==> config.mk <==
export PLATFORM = sky130hd
export DESIGN_NAME = adc_dc_remover_flat
export DESIGN_NICKNAME = d
export VERILOG_FILES = /design/src/rtl/adc_dc_remover_if.sv /design/src/rtl/adc_dc_remover.sv /design/src/flat_wrapper.sv
export SDC_FILE = /design/constraint.sdc
export NUM_CORES = 1
export LEC_CHECK = 0
export BUFFER_PORTS_ARGS = -buffer_cell sky130_fd_sc_hd__buf_2
export CELL_PAD_IN_SITES_DETAIL_PLACEMENT = 0
export CELL_PAD_IN_SITES_GLOBAL_PLACEMENT = 1
export CORE_ASPECT_RATIO = 1.4
export CORE_MARGIN = 3
export CORE_UTILIZATION = 25
export DETAILED_ROUTE_END_ITERATION = 12
export PLACE_DENSITY = 0.57
export SLEW_MARGIN = 20
export SYNTH_ARGS = -nofsm -noshare
export SYNTH_HDL_FRONTEND = slang
export SYNTH_SLANG_ARGS = --single-unit
export TNS_END_PERCENT = 1
==> constraint.sdc <==
create_clock -name sys_clk -period 2.2 [get_ports sys_clk]
set_input_delay 0.33 -clock sys_clk [delete_from_list [all_inputs] [get_ports sys_clk]]
set_output_delay 0.33 -clock sys_clk [all_outputs]
set_load 0.005 [all_outputs]
==> src/rtl/adc_dc_remover_if.sv <==
// Sample-stream bundle between the ADC sampler, the DC remover and the Costas demodulator.
// Carries one inbound offset-binary stream and one outbound signed, DC-corrected stream.
// Strobe-only, no ready: a consumer must accept a sample on every cycle its strobe is high.
//
// Ports (signals):
//   in_valid/in_data/in_otr    : sampler -> remover, offset-binary sample + over-range flag
//   out_valid/out_data/out_otr : remover -> demodulator, signed sample + aligned over-range flag
// Modports: master = stream source/sink side (bench or neighbours), slave = adc_dc_remover.
interface adc_dc_remover_if;
    logic       in_valid;
    logic [7:0] in_data;
    logic       in_otr;
    logic       out_valid;
    logic [7:0] out_data;
    logic       out_otr;

    modport master (
        output in_valid,
        output in_data,
        output in_otr,
        input  out_valid,
        input  out_data,
        input  out_otr
    );

    modport slave (
        input  in_valid,
        input  in_data,
        input  in_otr,
        output out_valid,
        output out_data,
        output out_otr
    );
endinterface

==> src/rtl/adc_dc_remover.sv <==
// Converts offset-binary ADC samples to signed, removes a block-averaged DC offset with saturation.
// Latency: exactly 2 sys_clk cycles from in_valid to out_valid; one sample per cycle sustained.
// No backpressure: strobed stream, every in_valid produces exactly one out_valid two cycles later.
//
// Ports:
//   sys_clk, rst : clock and synchronous active-high reset
//   bus          : stream interface (in_valid/in_data/in_otr in, out_valid/out_data/out_otr out)
//   dc_freeze    : holds dc_est and stalls the block accumulator while high
//   dc_est       : signed current DC estimate (0 until the first block completes)
//   dc_locked    : high once the first full block has been averaged
//   otr_cnt      : saturating count of valid samples flagged over-range
module adc_dc_remover #(
    parameter int AVG_LOG2  = 8,
    parameter int OTR_CNT_W = 16
) (
    input  logic                 sys_clk,
    input  logic                 rst,
    adc_dc_remover_if.slave      bus,
    input  logic                 dc_freeze,
    output logic [7:0]           dc_est,
    output logic                 dc_locked,
    output logic [OTR_CNT_W-1:0] otr_cnt
);

    localparam int ACC_W = 8 + AVG_LOG2;
    localparam logic [AVG_LOG2-1:0] CNT_LAST = '1;

    typedef enum logic {
        ACQ,
        TRACK
    } state_t;

    // Stage 1: sign-converted sample and its qualifiers
    logic signed [7:0]      s1_q;
    logic                   v1_q;
    logic                   otr1_q;

    // Stage 2: corrected output
    logic [7:0]             out_data_q;
    logic                   out_valid_q;
    logic                   out_otr_q;

    // DC estimation
    logic signed [ACC_W-1:0] acc_q, acc_d;
    logic [AVG_LOG2-1:0]     cnt_q, cnt_d;
    logic [7:0]              dc_est_q, dc_est_d;
    state_t                  state_q, state_d;

    logic [OTR_CNT_W-1:0]    otr_cnt_q;

    logic signed [ACC_W-1:0] s1_ext;
    logic signed [ACC_W-1:0] acc_sum;
    logic                    acc_en;
    logic signed [8:0]       diff;
    logic [7:0]              diff_sat;

    // The accumulator is wide enough for N full-scale samples, so acc + s1 never wraps.
    assign s1_ext  = {{AVG_LOG2{s1_q[7]}}, s1_q};
    assign acc_sum = acc_q + s1_ext;
    assign acc_en  = v1_q && !dc_freeze;

    // 9-bit difference covers the full [-255, +255] range before clamping.
    assign diff = $signed({s1_q[7], s1_q}) - $signed({dc_estq_sign(dc_est_q), dc_est_q});

    function automatic logic dc_estq_sign(input logic [7:0] v);
        return v[7];
    endfunction

    // Overflow of the 8-bit result shows up as a mismatch between the top two bits.
    always_comb begin
        diff_sat = diff[7:0];
        if (diff[8:7] == 2'b01) begin
            diff_sat = 8'h7F;
        end else if (diff[8:7] == 2'b10) begin
            diff_sat = 8'h80;
        end
    end

    // Block accumulator / estimator next-state.
    // Taking bits [AVG_LOG2 +: 8] of the signed sum is the arithmetic shift right by AVG_LOG2,
    // i.e. the average rounded toward minus infinity.
    always_comb begin
        acc_d    = acc_q;
        cnt_d    = cnt_q;
        dc_est_d = dc_est_q;
        state_d  = state_q;
        if (acc_en) begin
            if (cnt_q == CNT_LAST) begin
                dc_est_d = acc_sum[AVG_LOG2 +: 8];
                acc_d    = '0;
                cnt_d    = '0;
                state_d  = TRACK;
            end else begin
                acc_d = acc_sum;
                cnt_d = cnt_q + AVG_LOG2'(1);
            end
        end
    end

    always_ff @(posedge sys_clk) begin
        if (rst) begin
            s1_q        <= '0;
            v1_q        <= 1'b0;
            otr1_q      <= 1'b0;
            out_data_q  <= '0;
            out_valid_q <= 1'b0;
            out_otr_q   <= 1'b0;
            acc_q       <= '0;
            cnt_q       <= '0;
            dc_est_q    <= '0;
            state_q     <= ACQ;
            otr_cnt_q   <= '0;
        end else begin
            s1_q        <= bus.in_data ^ 8'h80;
            v1_q        <= bus.in_valid;
            otr1_q      <= bus.in_valid & bus.in_otr;
            // Stage 2 uses the estimate from before this edge; a block-end update lands
            // for the following sample.
            out_data_q  <= diff_sat;
            out_valid_q <= v1_q;
            out_otr_q   <= otr1_q;
            acc_q       <= acc_d;
            cnt_q       <= cnt_d;
            dc_est_q    <= dc_est_d;
            state_q     <= state_d;
            if (bus.in_valid && bus.in_otr && (otr_cnt_q != '1)) begin
                otr_cnt_q <= otr_cnt_q + OTR_CNT_W'(1);
            end
        end
    end

    assign bus.out_valid = out_valid_q;
    assign bus.out_data  = out_data_q;
    assign bus.out_otr   = out_otr_q;
    assign dc_est        = dc_est_q;
    assign dc_locked     = (state_q == TRACK);
    assign otr_cnt       = otr_cnt_q;

endmodule

==> src/flat_wrapper.sv <==
// flat-port wrapper written by rule: the top's interface ports become plain ports
module adc_dc_remover_flat 
#(
    parameter int AVG_LOG2  = 8,
    parameter int OTR_CNT_W = 16
)
  (sys_clk, rst, dc_freeze, dc_est, dc_locked, otr_cnt, bus_in_valid, bus_in_data, bus_in_otr, bus_out_valid, bus_out_data, bus_out_otr);
  adc_dc_remover_if bus_i ();
  input  logic sys_clk;
  input  logic rst;
  input  logic dc_freeze;
  output logic [7:0] dc_est;
  output logic dc_locked;
  output logic [OTR_CNT_W-1:0] otr_cnt;
  input wire logic [$bits(bus_i.in_valid)-1:0] bus_in_valid;
  input wire logic [$bits(bus_i.in_data)-1:0] bus_in_data;
  input wire logic [$bits(bus_i.in_otr)-1:0] bus_in_otr;
  output wire logic [$bits(bus_i.out_valid)-1:0] bus_out_valid;
  output wire logic [$bits(bus_i.out_data)-1:0] bus_out_data;
  output wire logic [$bits(bus_i.out_otr)-1:0] bus_out_otr;
  assign bus_i.in_valid = bus_in_valid;
  assign bus_i.in_data = bus_in_data;
  assign bus_i.in_otr = bus_in_otr;
  assign bus_out_valid = bus_i.out_valid;
  assign bus_out_data = bus_i.out_data;
  assign bus_out_otr = bus_i.out_otr;
  adc_dc_remover #(.AVG_LOG2(AVG_LOG2), .OTR_CNT_W(OTR_CNT_W)) u_core (.sys_clk(sys_clk), .rst(rst), .bus(bus_i), .dc_freeze(dc_freeze), .dc_est(dc_est), .dc_locked(dc_locked), .otr_cnt(otr_cnt));
endmodule
==> impl_metrics.json, run 1 <==
{
  "die_w_um": 109,
  "antenna-diode-count": 0,
  "end_kind": "register",
  "synthMuxAreaShare": 0.00813,
  "slowest_delay_ns": 0.53,
  "synth_cell_types": 57,
  "pwr_density_cell_nw_per_um2": 679,
  "gp_congestion": 0.862,
  "grt_pass1_vias": 3518,
  "synth-compound-area-share": 0.191,
  "yosys.area_share.xor_xnor": 0.0678,
  "synth-adder-area-share": 0.0955,
  "required_ns": 2.47,
  "violations": "setup timing",
  "initial_core_util": 0.261,
  "pin_count": 48,
  "die_y_um": 150,
  "cap_violations": 0,
  "total_power_mw": 3.44,
  "crit_slowest_cell": "or4b_4",
  "min_period_ns": 2.26,
  "synthesis.nets": 470,
  "rsz0062_at_grt": "true",
  "hold_violations": 0,
  "hpwl_mm": 8.13,
  "crit_arrival_ns": 2.53,
  "critical_path.max_fanout": 7,
  "synth.avg_cell_area_um2": 8.59,
  "fp.dieArea_um2": 16300,
  "netlist_area_um2": 3690,
  "cts.sinks": 69,
  "tightest_slew_ns": 0.724,
  "areaGrowthSynthToFinish_pct": 37.3,
  "cts_tree": "done",
  "clockBufferDepth": 2,
  "clk_pin_slew_worst_paths_ns": 0.07,
  "final_max_slew_viol_count": 0,
  "portBuffers": 47,
  "synth_top_family_by_area": "simple AND/OR/NAND/NOR gates",
  "grt_antenna_before_repair": 0,
  "fin_crit_sh": 1.03,
  "grt-ovfl-total": 0,
  "yosys-top-cells-area": "dfxtp_1 37%, ha_1 8.5%, nor2_1 5.7%",
  "yosys_warnings": 0,
  "dr.pass1.iters": 4,
  "cp_cell_sequence": "inv_1 > ha_1 > o21a_1 > o31a_1 > o41a_1 > or4b_4 > o31a_4 > a21oi_1",
  "leakage_nw": 2.25,
  "dp_cells": 715,
  "coreArea_um2": 14200,
  "cts_max_level": 3,
  "slew-limit-headroom": 0.516,
  "clk_latency_ns": 0.34,
  "grt_max_degree": 56,
  "cts_inserted_buffers": 9,
  "grt_pass1_wl_mm": 17.4,
  "drt-initial-drc-count": 129,
  "crit_type": "register to register",
  "grt_usage": 0.138,
  "hold_buffers": 0,
  "synth_cells": 430,
  "vias": 3451,
  "synth_flop_cell": "dfxtp_1",
  "drive_gt1_frac": 0.283,
  "max-vdd-ir-drop_mv": 0.295,
  "wire_per_inst_um": 14.4,
  "synth_simple_gate_area_frac": 0.233,
  "rows": 51,
  "finalSetupViolCount": 7,
  "setup_slack_ns": -0.0611,
  "drcViolationCount": 0,
  "wl_mm": 10.6,
  "timing.fmax_mhz": 442,
  "antenna_left": 0,
  "synth-edff-count": 0,
  "final_core_util": 0.358,
  "ys_seq_area_frac": 0.374,
  "cts_root_buf": "clkbuf_16",
  "finClkSkew_ns": 0.0110,
  "synth_async_sr_flop_share": 0,
  "synth_seq_cells": 69,
  "viasPerCell": 4.71,
  "fin_cells": 732,
  "setup.worst_path.start_class": "register",
  "synth_top_area_frac": 0.374,
  "nets": 582,
  "yosysTopAreaCell": "dfxtp_1",
  "nFillCells": 1542,
  "hp-class": "primary input to register",
  "outcome": "complete, but fails checks"
}
## state kept, by name (all words and copies together), names as in the netlist
register	cells
u_core.acc_q	16
u_core.bus.out_data	8
u_core.bus.out_otr	1
u_core.bus.out_valid	1
u_core.cnt_q	8
u_core.dc_est	8
u_core.dc_locked	1
u_core.otr1_q	1
u_core.otr_cnt	16
u_core.s1_q	8
u_core.v1_q	1
## where the power goes
part	internal (mW)	leakage, nW	switching, mW
clock network	1.13	0.170	0.632
logic	0.182	1.51	0.188
registers	1.29	0.564	0.0230
total	2.60	2.25	0.844
## layer usage
metal  up-vias  wire length [µm]  GRT usage
met1      1587              4480      0.158
met4         0               304     0.0764
met2        56              5420      0.239
met5         -                 0          0
li1       1790                 -          -
met3        18               353     0.0242
## Yosys cell counts (6+ instances only)
| cell | count |
|---|---|
| a21o_1 | 11 |
| a21oi_1 | 27 |
| a22oi_1 | 6 |
| and3_1 | 8 |
| clkbuf_1 | 9 |
| dfxtp_1 | 69 |
| ha_1 | 25 |
| inv_1 | 18 |
| nand2_1 | 23 |
| nand2b_1 | 6 |
| nand3_1 | 16 |
| nand4_1 | 7 |
| nor2_1 | 56 |
| nor2b_1 | 13 |
| nor3_1 | 16 |
| o21ai_0 | 21 |
| or3_1 | 7 |
| xnor2_1 | 13 |
| xor2_1 | 13 |
## critical path: cells and delay by family, from the launching register on
kind                       cells  cell delay (ns)
and+or+nand+nor                1             0.53
DFF                            1             0.34
buffers and inverters          1             0.06
adders and majority gates      1             0.31
AOI/OAI and AO/OA              5             0.95
## final timing paths
| path | start | end | slack (ns) | cells past startpoint |
|---|---|---|---|---|
| setup / recovery | u_core.dc_est[2] | u_core.bus.out_data[3] | -0.06 | 8 |
| hold / removal | bus_in_data[7] | u_core.s1_q[7] | 0.12 | 2 |
| setup reg to reg | u_core.dc_est[2] | u_core.bus.out_data[3] | -0.06 | 8 |
| hold reg to reg | u_core.otr1_q | u_core.bus.out_otr | 0.45 | 1 |
## cells in the final DEF, fill, tap and decap left out, types with 4 or more instances in the layout
| cell type | instances |
|---|---|
| buf_4 | 65 |
| dfxtp_1 | 64 |
| nor2_1 | 55 |
| buf_2 | 47 |
| a21oi_1 | 23 |
| nand2_1 | 23 |
| ha_1 | 21 |
| o21ai_0 | 19 |
| inv_1 | 17 |
| nor3_1 | 16 |
| nand3_1 | 16 |
| nor2b_1 | 13 |
| xnor2_1 | 13 |
| xor2_1 | 13 |
| a21o_1 | 11 |
| clkbuf_16 | 9 |
| and3_1 | 8 |
| nand4_1 | 7 |
| or3_1 | 7 |
| a22oi_1 | 6 |
| o21a_1 | 5 |
| nand2b_1 | 5 |
| dfxtp_2 | 5 |
| a21oi_2 | 4 |
## cells by family after synthesis
family | Yosys count
and+or+nand+nor | 170
AOI/OAI and AO/OA | 105
DFF | 69
buffers and inverters | 29
xor gates and xnor gates | 27
adders and majority gates | 27
muxes | 3
## layout make-up
type	count	area, µm²	share of cell area
well taps	185	231	0.0456
flip-flops and latches	69	1390	0.274
repair buffers	112	723	0.143
inverters	18	67.6	0.0133
clock inverters	7	129	0.0254
clock buffers	9	225	0.0444
multi-input cells	332	2310	0.455
## repair_timing
item / 4_1_cts / 5_1_grt
resized for setup: 17 / 11
endpoints found under the setup margin: 22 / 25
pin swaps: 1 / 1
buffers inserted: 0 / 1
## per-stage QoR
stage / hold slack (ns) / setup WS (ns) / cell area (µm²) / TNS [ns]
5_1_grt: 0.118 / -0.192 / 5070 / -2.76
6_report: 0.119 / -0.0611 / 5070 / -0.351
3_5_place_dp: 0.440 / -0.244 / 4600 / -3.01
3_3_place_gp: 0.446 / -0.202 / 4600 / -2.60
2_1_floorplan: 0.389 / -0.0841 / 3700 / -0.543
4_1_cts: 0.107 / -0.106 / 5020 / -0.663
(Power assumes the default switching activity.)
==> run 2, diff against run 1 <==
PLACE_DENSITY = default   (was 0.57)
PLACE_DENSITY_LB_ADDON = 0.1   (was default)
==> run 2 against run 1 <==
  * The flow still finishes with violations (setup timing)
  * Count of clock-buffer cells in the layout increased by 1
  * Highest routed layer unchanged
  * Die area unchanged
  * Critical path type unchanged
  * Power decreased by 8.9%
  * Worst setup slack got worse by 0.026 ns
==> impl_metrics.json, run 2 (synthesized netlist as in run 1, its figures left out) <==
{
  "finClkSkew_ns": 0.00811,
  "rsz0062_at_grt": "true",
  "max-vdd-ir-drop_mv": 0.332,
  "setup.worst_path.start_class": "register",
  "portBuffers": 47,
  "grt_max_degree": 55,
  "cts_tree": "done",
  "grt-ovfl-total": 0,
  "final_max_slew_viol_count": 0,
  "cap_violations": 0,
  "crit_arrival_ns": 2.55,
  "outcome": "complete, but fails checks",
  "nFillCells": 1546,
  "pwr_density_cell_nw_per_um2": 609,
  "cts.sinks": 69,
  "cts_root_buf": "clkbuf_16",
  "clk_latency_ns": 0.33,
  "fin_cells": 748,
  "antenna_left": 0,
  "clk_pin_slew_worst_paths_ns": 0.06,
  "dp_cells": 732,
  "stdcell_area_um2": 5150,
  "p_comb_frac": 0.126,
  "hold_violations": 0,
  "pin_count": 48,
  "min_period_ns": 2.29,
  "final_common_cell": "buf_4",
  "antenna-diode-count": 0,
  "setup_slack_ns": -0.0875,
  "initial_core_util": 0.261,
  "fp.dieArea_um2": 16300,
  "hpwl_mm": 8.75,
  "dr.pass1.iters": 4,
  "grt_usage": 0.148,
  "seqPwrFrac": 0.417,
  "drcViolationCount": 0,
  "swShare": 0.242,
  "placed_area_um2": 4750,
  "dpl_worst_slack_ns": -0.213,
  "leakage_nw": 2.30,
  "die_w_um": 109,
  "drive_gt1_frac": 0.304,
  "gp_congestion": 0.792,
  "clockBufferDepth": 2,
  "required_ns": 2.46,
  "violations": "setup timing",
  "finalSetupViolCount": 7,
  "die_y_um": 150,
  "rows": 51,
  "vias": 3476,
  "grt_pass1_wl_mm": 18.6,
  "drt-initial-drc-count": 101,
  "power.internal_mw": 2.38,
  "slew-limit-headroom": 0.698,
  "p_sw_uw": 758,
  "hold_buffers": 0,
  "nets": 600,
  "cts_max_level": 3,
  "timing.fmax_mhz": 437,
  "wire_per_inst_um": 14.9,
  "critical_path.max_fanout": 7,
  "hp-class": "primary input to register",
  "areaGrowthSynthToFinish_pct": 39.5,
  "wl_mm": 11.2,
  "setup-tns-final_ns": -0.535,
  "pwr-share-clk": 0.456,
  "grt_pass1_vias": 3624,
  "cts_inserted_buffers": 9,
  "viasPerCell": 4.65,
  "tightest_slew_ns": 0.451,
  "hold_ws_ns": 0.131,
  "fin_crit_sh": 1.04,
  "grt_antenna_before_repair": 0,
  "end_kind": "register",
  "coreArea_um2": 14200,
  "final_cell_mix": "82 x buf_4, 65 x dfxtp_1, 55 x nor2_1",
  "crit_type": "register to register"
}
run 2: cell count changes in the layout (fill, tap and decap cells not counted), moves of 2 or more:
cell,delta
ha_4,-2
inv_8,-2
ha_2,+2
dfxtp_2,-2
buf_4,+17
bufinv_16,-2
run 2: final timing paths:
kind / start / end / slack, ns / depth (start not counted)
worst max-delay path: u_core.dc_est[1] / u_core.bus.out_data[0] / -0.09 / 8
worst min register to register: u_core.otr1_q / u_core.bus.out_otr / 0.44 / 1
worst max register to register: u_core.dc_est[1] / u_core.bus.out_data[0] / -0.09 / 8
worst min-delay path: bus_in_data[7] / u_core.s1_q[7] / 0.13 / 2
run 2: per-layer routing:
metal  global-route usage  vias up  routed length [µm]
met3               0.0263       12                 318
li1                     -     1809                   -
met1                0.170     1605                4610
met4               0.0531        0                 192
met2                0.269       50                6030
met5                    0        -                   0
run 2: area by class of cell:
type	count	area [µm²]	area share
clock buffer	10	239	0.0464
clock inverter	4	50.0	0.00971
inverter	18	67.6	0.0131
multi-input combinational	332	2300	0.447
sequential	69	1390	0.270
tap	185	231	0.0449
timing repair buffer	130	871	0.169
run 2: what timing repair did:
action	4_1_cts	5_1_grt
buffers inserted	2	0
gates resized for setup	21	7
setup endpoints to repair	22	20
pin swaps	4	3
run 2: worst max-delay path: stages, from the launching register on:
cell	delay (ns)
dfxtp_2	0.33
inv_1	0.04
ha_1	0.28
nor2b_4	0.13
o31a_1	0.26
o41a_1	0.36
or4b_4	0.53
o31a_4	0.15
a21oi_1	0.14
run 2: power groups by stage:
| stage | clock network [mW] | registers [mW] | logic [mW] |
|---|---|---|---|
| final | 1.43 | 1.31 | 0.396 |
| after global routing | 1.55 | 1.31 | 0.444 |
| after CTS | 1.49 | 1.31 | 0.398 |
| after detailed placement | 0 | 1.34 | 0.378 |
| after global placement | 0 | 1.34 | 0.377 |
| after floorplan | 0 | 1.34 | 0.196 |
run 2: per-stage QoR:
step,utilization,power [mW]
after floorplan,-,1.53
after detailed placement,0.335,1.71
after global placement,0.335,1.71
final,0.364,3.14
after global routing,0.364,3.30
after CTS,0.362,3.20
==> run 3, diff against run 2 <==
SETUP_SLACK_MARGIN = 0.02   (was default)
SKIP_LAST_GASP = 1   (was default)
==> run 3 against run 2 <==
  * The run still ends with setup timing left
  * First-iteration DRC count up 6.9%
  * Clock skew decreased by 0.0010 ns
  * Final cell count unchanged
  * Global-route usage shrank 0.080 points
  * Design area shrank 0.51%
  * Sequential share of layout area increased by 0.065 points
  * Sequential power barely moved
  * Die area did not move
  * Hold slack improved by 0.0022 ns
  * Via count about the same
  * Critical endpoint unchanged
==> impl_metrics.json, run 3 (synthesized netlist as in run 1, its figures left out) <==
{
  "grt_max_degree": 55,
  "antenna_left": 0,
  "wl_mm": 11.1,
  "final_common_cell": "buf_4",
  "grt_usage": 0.147,
  "hold_buffers": 0,
  "fp.dieArea_um2": 16300,
  "clk_latency_ns": 0.33,
  "hpwl_mm": 8.75,
  "grt-ovfl-total": 0,
  "placed_area_um2": 4750,
  "viasPerCell": 4.65,
  "cts_inserted_buffers": 9,
  "outcome": "complete, but fails checks",
  "finClkSkew_ns": 0.00706,
  "hp-class": "primary input to register",
  "nFillCells": 1542,
  "final_max_slew_viol_count": 0,
  "dpl_worst_slack_ns": -0.213,
  "r2r_slack_ns": -0.09,
  "tightest_slew_ns": 0.453,
  "grt_pass1_vias": 3628,
  "crit_arrival_ns": 2.55,
  "cts.sinks": 69,
  "coreArea_um2": 14200,
  "hold_violations": 0,
  "fin_crit_sh": 1.04,
  "setup.worst_path.start_class": "register",
  "drt-initial-drc-count": 108,
  "die_y_um": 150,
  "nets": 600,
  "drcViolationCount": 0,
  "crit_type": "register to register",
  "cap_violations": 0,
  "gp_congestion": 0.792,
  "rsz0062_at_grt": "true",
  "rr_worst_depth": 8,
  "pin_count": 48,
  "finalSetupViolCount": 11,
  "drive_gt1_frac": 0.293,
  "min_from": "bus_in_data[7]",
  "slew-limit-headroom": 0.697,
  "clk_pin_slew_worst_paths_ns": 0.06,
  "areaGrowthSynthToFinish_pct": 38.8,
  "wire_per_inst_um": 14.8,
  "whs_endpoint": "u_core.s1_q[7]",
  "leakage_nw": 2.32,
  "grt_pass1_wl_mm": 18.4,
  "timing.fmax_mhz": 437,
  "required_ns": 2.46,
  "final_cell_mix": "82 x buf_4, 66 x dfxtp_1, 55 x nor2_1",
  "rows": 51,
  "clockBufferDepth": 2,
  "cts_tree": "done",
  "initial_core_util": 0.261,
  "reg2reg_to": "u_core.bus.out_data[0]",
  "min_period_ns": 2.29,
  "max-vdd-ir-drop_mv": 0.330,
  "setup_slack_ns": -0.0867,
  "end_kind": "register",
  "die_w_um": 109,
  "setup-tns-final_ns": -0.693,
  "vias": 3477,
  "critical_path.max_fanout": 7,
  "r2r_start": "u_core.dc_est[1]",
  "final_core_util": 0.362,
  "grt_antenna_before_repair": 0,
  "portBuffers": 47,
  "dr.pass1.iters": 4,
  "antenna-diode-count": 0,
  "pwr_density_cell_nw_per_um2": 611,
  "stdcell_area_um2": 5130,
  "cts_max_level": 3,
  "cts_root_buf": "clkbuf_16",
  "violations": "setup timing",
  "hold_path_depth": 2
}
## run 3: worst max-delay path, cell delays in order, from the launching register on
cell     delay [ns]
dfxtp_2        0.33
inv_1          0.04
ha_1           0.28
nor2b_4        0.13
o31a_1         0.26
o41a_1         0.36
or4b_1         0.53
o31a_4         0.16
a21oi_1        0.14
## run 3: power breakdown
group          internal, mW  leakage (nW)  switching, mW
registers              1.29         0.563         0.0199
logic                 0.194          1.62          0.196
clock network         0.893         0.136          0.538
## run 3: worst max-delay path by stage
stage | slack [ns] | from | end | depth (start not counted)
2_1_floorplan | -0.08 | u_core.dc_est[1] | u_core.bus.out_data[2] | 9
3_3_place_gp | -0.14 | u_core.acc_q[0] | u_core.dc_est[6] | 9
3_5_place_dp | -0.21 | u_core.s1_q[1] | u_core.bus.out_data[5] | 8
4_1_cts | -0.1 | u_core.dc_est[1] | u_core.bus.out_data[0] | 8
5_1_grt | -0.18 | u_core.dc_est[1] | u_core.bus.out_data[2] | 8
6_report | -0.09 | u_core.dc_est[1] | u_core.bus.out_data[0] | 8
## run 3: metal layers
metal,vias up,track usage,part of all wire
met3,13,0.0263,0.028
met2,46,0.271,0.54
met5,-,0,0
met4,0,0.0531,0.018
met1,1611,0.166,0.41
li1,1807,-,-
## run 3: final cells by class
cell class	count	area, µm²	share of cell area
well taps	185	231	0.0452
flip-flops and latches	69	1390	0.270
clock inverters	4	50.0	0.00976
repair buffers	130	871	0.170
inverters	18	67.6	0.0132
clock buffers	10	239	0.0466
multi-input cells	332	2280	0.445
## run 3: what timing repair did
action | 4_1_cts | 5_1_grt
pin swaps | 3 | 3
gates resized for setup | 13 | 6
buffers inserted | 2 | 0
endpoints found under the setup margin | 23 | 22
## run 3: stage by stage
step | instances | hold slack [ns] | power, mW
after floorplan | 430 | 0.389 | 1.53
after global placement | 732 | 0.434 | 1.71
after detailed placement | 732 | 0.437 | 1.71
after CTS | 748 | 0.117 | 3.19
after global routing | 748 | 0.129 | 3.30
final | 748 | 0.133 | 3.13
